==> config.mk <==
export PLATFORM = sky130hd
export DESIGN_NAME = call_stack_unit
export DESIGN_NICKNAME = d
export VERILOG_FILES = /design/src/rtl/call_stack_unit.sv
export SDC_FILE = /design/constraint.sdc
export NUM_CORES = 1
export LEC_CHECK = 0
export CAP_MARGIN = 40
export CORE_ASPECT_RATIO = 1.75
export CORE_MARGIN = 1
export CORE_UTILIZATION = 45
export CTS_CLUSTER_SIZE = 14
export DETAILED_ROUTE_END_ITERATION = 8
export GPL_TIMING_DRIVEN = 0
export PLACE_DENSITY = 0.66
export SYNTH_ARGS = -nofsm -noshare
export SYNTH_HDL_FRONTEND = slang
export SYNTH_SLANG_ARGS = --single-unit
==> constraint.sdc <==
create_clock -name clk -period 4.25 [get_ports clk]
set_input_delay 0.85 -clock clk [delete_from_list [all_inputs] [get_ports clk]]
set_output_delay 0.85 -clock clk [all_outputs]
set_load 0.005 [all_outputs]
==> src/rtl/call_stack_unit.sv <==
// LIFO return-address/data stack driven by the ControlUnit push (StW) and pop (StR) strobes.
// Pops and replaces return the old top through a registered pop_data/pop_valid pair.
module call_stack_unit #(
   parameter int WIDTH = 32,
   parameter int DEPTH = 8
) (
   input  logic                       clk,
   input  logic                       rst_n,
   input  logic                       StW,
   input  logic                       StR,
   input  logic [WIDTH-1:0]           push_data,
   input  logic                       err_clr,
   output logic [WIDTH-1:0]           pop_data,
   output logic                       pop_valid,
   output logic [$clog2(DEPTH+1)-1:0] count,
   output logic                       empty,
   output logic                       full,
   output logic                       overflow,
   output logic                       underflow
);

   localparam int CW = $clog2(DEPTH+1);
   localparam int IW = $clog2(DEPTH);
   localparam logic [CW-1:0] CNT_FULL = CW'(DEPTH);

   logic [WIDTH-1:0] mem [DEPTH];
   logic [IW-1:0]    top_idx;
   logic [IW-1:0]    wr_idx;
   logic [CW-1:0]    cnt_nxt;
   logic             wr_en;
   logic             rd_en;
   logic             ovf_evt;
   logic             unf_evt;

   assign empty   = (count == '0);
   assign full    = (count == CNT_FULL);
   // Only meaningful when !empty; truncation is safe since count-1 < DEPTH there.
   assign top_idx = IW'(count - CW'(1));

   always_comb begin
      wr_en   = 1'b0;
      wr_idx  = IW'(count);
      rd_en   = 1'b0;
      ovf_evt = 1'b0;
      unf_evt = 1'b0;
      cnt_nxt = count;
      case ({StW, StR})
         2'b10: begin
            if (full) ovf_evt = 1'b1;
            else begin
               wr_en   = 1'b1;
               cnt_nxt = count + CW'(1);
            end
         end
         2'b01: begin
            if (empty) unf_evt = 1'b1;
            else begin
               rd_en   = 1'b1;
               cnt_nxt = count - CW'(1);
            end
         end
         2'b11: begin
            // Replace on an empty stack degrades to a push but still flags the missing pop.
            if (empty) begin
               wr_en   = 1'b1;
               wr_idx  = '0;
               cnt_nxt = CW'(1);
               unf_evt = 1'b1;
            end else begin
               rd_en  = 1'b1;
               wr_en  = 1'b1;
               wr_idx = top_idx;
            end
         end
         default: ;
      endcase
   end

   always_ff @(posedge clk) begin
      if (wr_en) mem[wr_idx] <= push_data;
   end

   always_ff @(posedge clk or negedge rst_n) begin
      if (!rst_n) begin
         count     <= '0;
         pop_data  <= '0;
         pop_valid <= 1'b0;
         overflow  <= 1'b0;
         underflow <= 1'b0;
      end else begin
         count     <= cnt_nxt;
         pop_valid <= rd_en;
         if (rd_en) pop_data <= mem[top_idx];
         overflow  <= ovf_evt | (overflow  & ~err_clr);
         underflow <= unf_evt | (underflow & ~err_clr);
      end
   end

endmodule

==> summary.md <==
| Metric | Value |
|---|---|
| H-tree depth | `1` |
| TritonCTS clock tree | `built` |
| P per Cell Area | `755.4 mW/mm^2` |
| Pleak | `4.707 nW` |
| Clock share of power | `21.4%` |
| Cell-internal power | `0.006913 W` |
| Yosys reg bits | `295` |
| Mapped Area | `0.01149 mm^2` |
| Dpl hpwl | `18.21 mm` |
| Slowest CP cell | `nor3_2` |
| CP peak stage delay | `0.62 ns` |
| Clock latency at the later pin of the worst-skew pair | `0.54 ns` |
| IO buf count | `77` |
| Num Clock Sinks | `295` |
| Max-cap violations | `0` |
| Initial antenna violation count | `0` |
| Final Hold Vio Count | `0` |
| Die area | `0.02620 mm^2` |
| CORE AREA | `0.02515 mm^2` |
| Tcrit/Tclk final | `82.61%` |
| Final #Nets | `840` |
| Worst-Margin Slew | `0.8562 ns` |
| Unique masters post-synth | `30` |
| Final worst-path setup slack | `0.7390 ns` |
| Critical Path Start | `count[1]$_DFFE_PN0P_` |
| PostCTS Resize Cnt | `0` |
| CTS root buf | `clkbuf_16` |
| Die height | `213.4 um` |
| Worst vdd ir | `0.3348 mV` |
| Router iterations before antenna repair | `5` |
| Syn nets | `702` |
| Remaining DRCs | `0` |
| Slew HR | `42.61%` |
| Vias in the first global route | `7,019` |
| Flop pwr share | `37.7%` |
| Crit path launch type | `register` |
| First-pass GRT wire length | `40.68 mm` |
| Yosys warnings | `0` |
| Row count | `77` |
| CP Max Fanout | `10` |
| Layout cells sized above 1 | `27.93%` |
| Worst endpoint data arrival time | `3.74 ns` |
| Crit. End Element | `register` |
| Worst Skew | `0.01169 ns` |
| Setup violators final | `0` |
| Clk pin slew, worst setup/hold paths | `0.07 ns` |
| # IOs | `78` |
| 1st-iter DRT viols | `631` |
| Post-DRT Antenna Nets | `0` |
| Net switching power | `0.003507 W` |
| Status | `finished clean` |
| Comb power frac | `40.9%` |
| Peak Freq | `284.8 MHz` |
| Sequential element share of the synthesized area | `75.39%` |
| Via count | `6,513` |
| Final GP Congestion | `0.7933` |
| Cells along the critical path | `inv_1 > ha_1 > nor3b_2 > o311ai_0 > buf_1 > nor3_2 > buf_4 > buf_4 > buf_4` |
| # hold bufs at CTS | `0` |
| Most used cell, CP | `buf_4` |
| Switching Share | `33.66%` |
| Setup CP Type | `reg2reg` |
| Pin count of the biggest net entering global routing | `27` |
| Routed WL | `26.60 mm` |
| Final min period | `3.511 ns` |
| Num CTS Buffers | `26` |
| Clock Path Buffers | `3` |
| Top cell type's share of synthesized area | `66.90%` |
| Synth Instances | `662` |
| Setup WS pre-CTS | `0.08379 ns` |
| RSZ-0062 raised after global routing | `no` |
| Die W | `122.8 um` |
| WP data required | `4.48 ns` |
| Postcts setup bufs | `0` |
| Synthesized area per cell | `17.36 um^2` |
| Vias/cell | `5.733` |
| WL/cell | `23.41 um` |
| Area contributors post-synth | `edfxtp_1 67%, mux2_2 13%, dfrtp_1 8.5%` |
| HP Class | `in2async` |
| FF-to-FF path depth | `9` |
| Area delta synth->final | `20.05%` |
| Fin. max-slew vios | `0` |
| Reg-to-reg critical path startpoint | `count[1]$_DFFE_PN0P_` |
| Initial cell density of the core | `45.70%` |
| GRT Total Usage | `21.29%` |
| Leading area contributor after synthesis | `edfxtp_1` |
| Inserted Diodes | `0` |
| Grt total ovfl | `0` |
| Final hold slack | `0.2378 ns` |
[per-layer routing]
metal / vias up / part of all wire, % / GRT usage [%]
met5: - / 0 / 0
met4: 0 / 2.8 / 8.663
li1: 2883 / - / -
met2: 216 / 54 / 38.26
met3: 54 / 4.4 / 2.527
met1: 3360 / 39 / 25.64
[power by group through the flow]
stage / Combinational, W / Sequential (W) / Clock (W)
2_1_floorplan: 0.00266 / 0.00396 / 0
6_report: 0.00426 / 0.00393 / 0.00223
3_5_place_dp: 0.00427 / 0.00399 / 0
5_1_grt: 0.00457 / 0.00397 / 0.00238
3_3_place_gp: 0.00402 / 0.00402 / 0
4_1_cts: 0.00429 / 0.00393 / 0.00227
[registers in the layout, indices dropped and copies added, names as in the netlist]
signal	count
mem	256
pop_data	32
count	4
overflow	1
pop_valid	1
underflow	1
[cells in the mapped netlist (all sizes together)]
| cell | number |
|---|---|
| a211o | 1 |
| a21o | 1 |
| a21oi | 3 |
| a22o | 1 |
| a32oi | 1 |
| and3b | 1 |
| buf | 30 |
| clkbuf | 8 |
| dfrtp | 39 |
| edfxtp | 256 |
| ha | 3 |
| inv | 6 |
| mux2 | 130 |
| mux2i | 2 |
| nand2 | 41 |
| nand2b | 4 |
| nand3 | 2 |
| nor2 | 6 |
| nor2b | 5 |
| nor3 | 10 |
| nor3b | 1 |
| o21ai | 4 |
| o22ai | 67 |
| o311ai | 1 |
| o31a | 1 |
| o31ai | 34 |
| o41ai | 1 |
| xnor2 | 1 |
| xor2 | 2 |
[area by class of cell]
type	count	area, um^2
buffer	38	173.9
clock buffer	45	773.2
clock inverter	3	20.02
fill	1963	11350
inverter	6	22.52
multi-input combinational	323	2671
sequential	295	8663
tap	316	395.4
timing repair buffer	110	1075
[cells in the final DEF, fill, tap and decap left out, types with 3 or more instances in the layout]
| cell | instances |
|---|---|
| clkbuf_8 | 3 |
| buf_1 | 6 |
| dfrtp_1 | 39 |
| nor3_2 | 8 |
| clkbuf_16 | 27 |
| clkbuf_1 | 23 |
| o31ai_1 | 34 |
| nand2b_1 | 4 |
| ha_1 | 3 |
| edfxtp_1 | 256 |
| nor2b_1 | 5 |
| nor2_1 | 6 |
| a21oi_1 | 3 |
| o22ai_1 | 67 |
| o21ai_0 | 4 |
| clkdlybuf4s50_1 | 76 |
| nand2_1 | 41 |
| buf_2 | 26 |
| buf_6 | 14 |
| buf_4 | 17 |
| inv_1 | 6 |
| mux2_2 | 130 |
[critical path: cells and delay by family (launching register included)]
| family | cells | cell delay [ns] |
|---|---|---|
| flip-flops | 1 | 0.44 |
| adder cells (fa/ha/maj) | 1 | 0.25 |
| AO/OA/AOI/OAI | 1 | 0.28 |
| buffers and inverters | 5 | 1.18 |
| AND/OR/NAND/NOR | 2 | 1.04 |
[path summary, 6_finish.rpt]
path	endpoint	slack, ns
min in group clk	pop_data[22]$_DFFE_PN0P_	0.49
min reg2reg	pop_data[22]$_DFFE_PN0P_	0.49
max reg2reg	mem[0][13]$_DFFE_PP_	0.74
max	mem[0][13]$_DFFE_PP_	0.74
max in group asynchronous	pop_data[12]$_DFFE_PN0P_	3.48
min	count[2]$_DFFE_PN0P_	0.24
[cell families after synthesis]
group                      synth area share (%)
and+or+nand+nor                           2.733
adders and majority gates                0.3267
xor gates and xnor gates                 0.2287
buffers and inverters                     1.710
muxes                                     12.91
DFF                                       75.39
AOI/OAI and AO/OA                         6.696
[stage by stage]
| step | total power [W] | TNS, ns | utilization (%) | std cells | instance area [um^2] |
|---|---|---|---|---|---|
| after floorplan | 0.006626 | 0 | - | 662 | 11490 |
| after global placement | 0.008034 | -689.85 | 50.34 | 1055 | 12660 |
| after detailed placement | 0.008264 | 0 | 51.67 | 1087 | 12990 |
| after CTS | 0.01049 | 0 | 54.83 | 1135 | 13790 |
| after global routing | 0.01092 | 0 | 54.86 | 1136 | 13790 |
| final | 0.01042 | 0 | 54.86 | 1136 | 13790 |
Note: power is estimated with default switching activity, not from simulation.
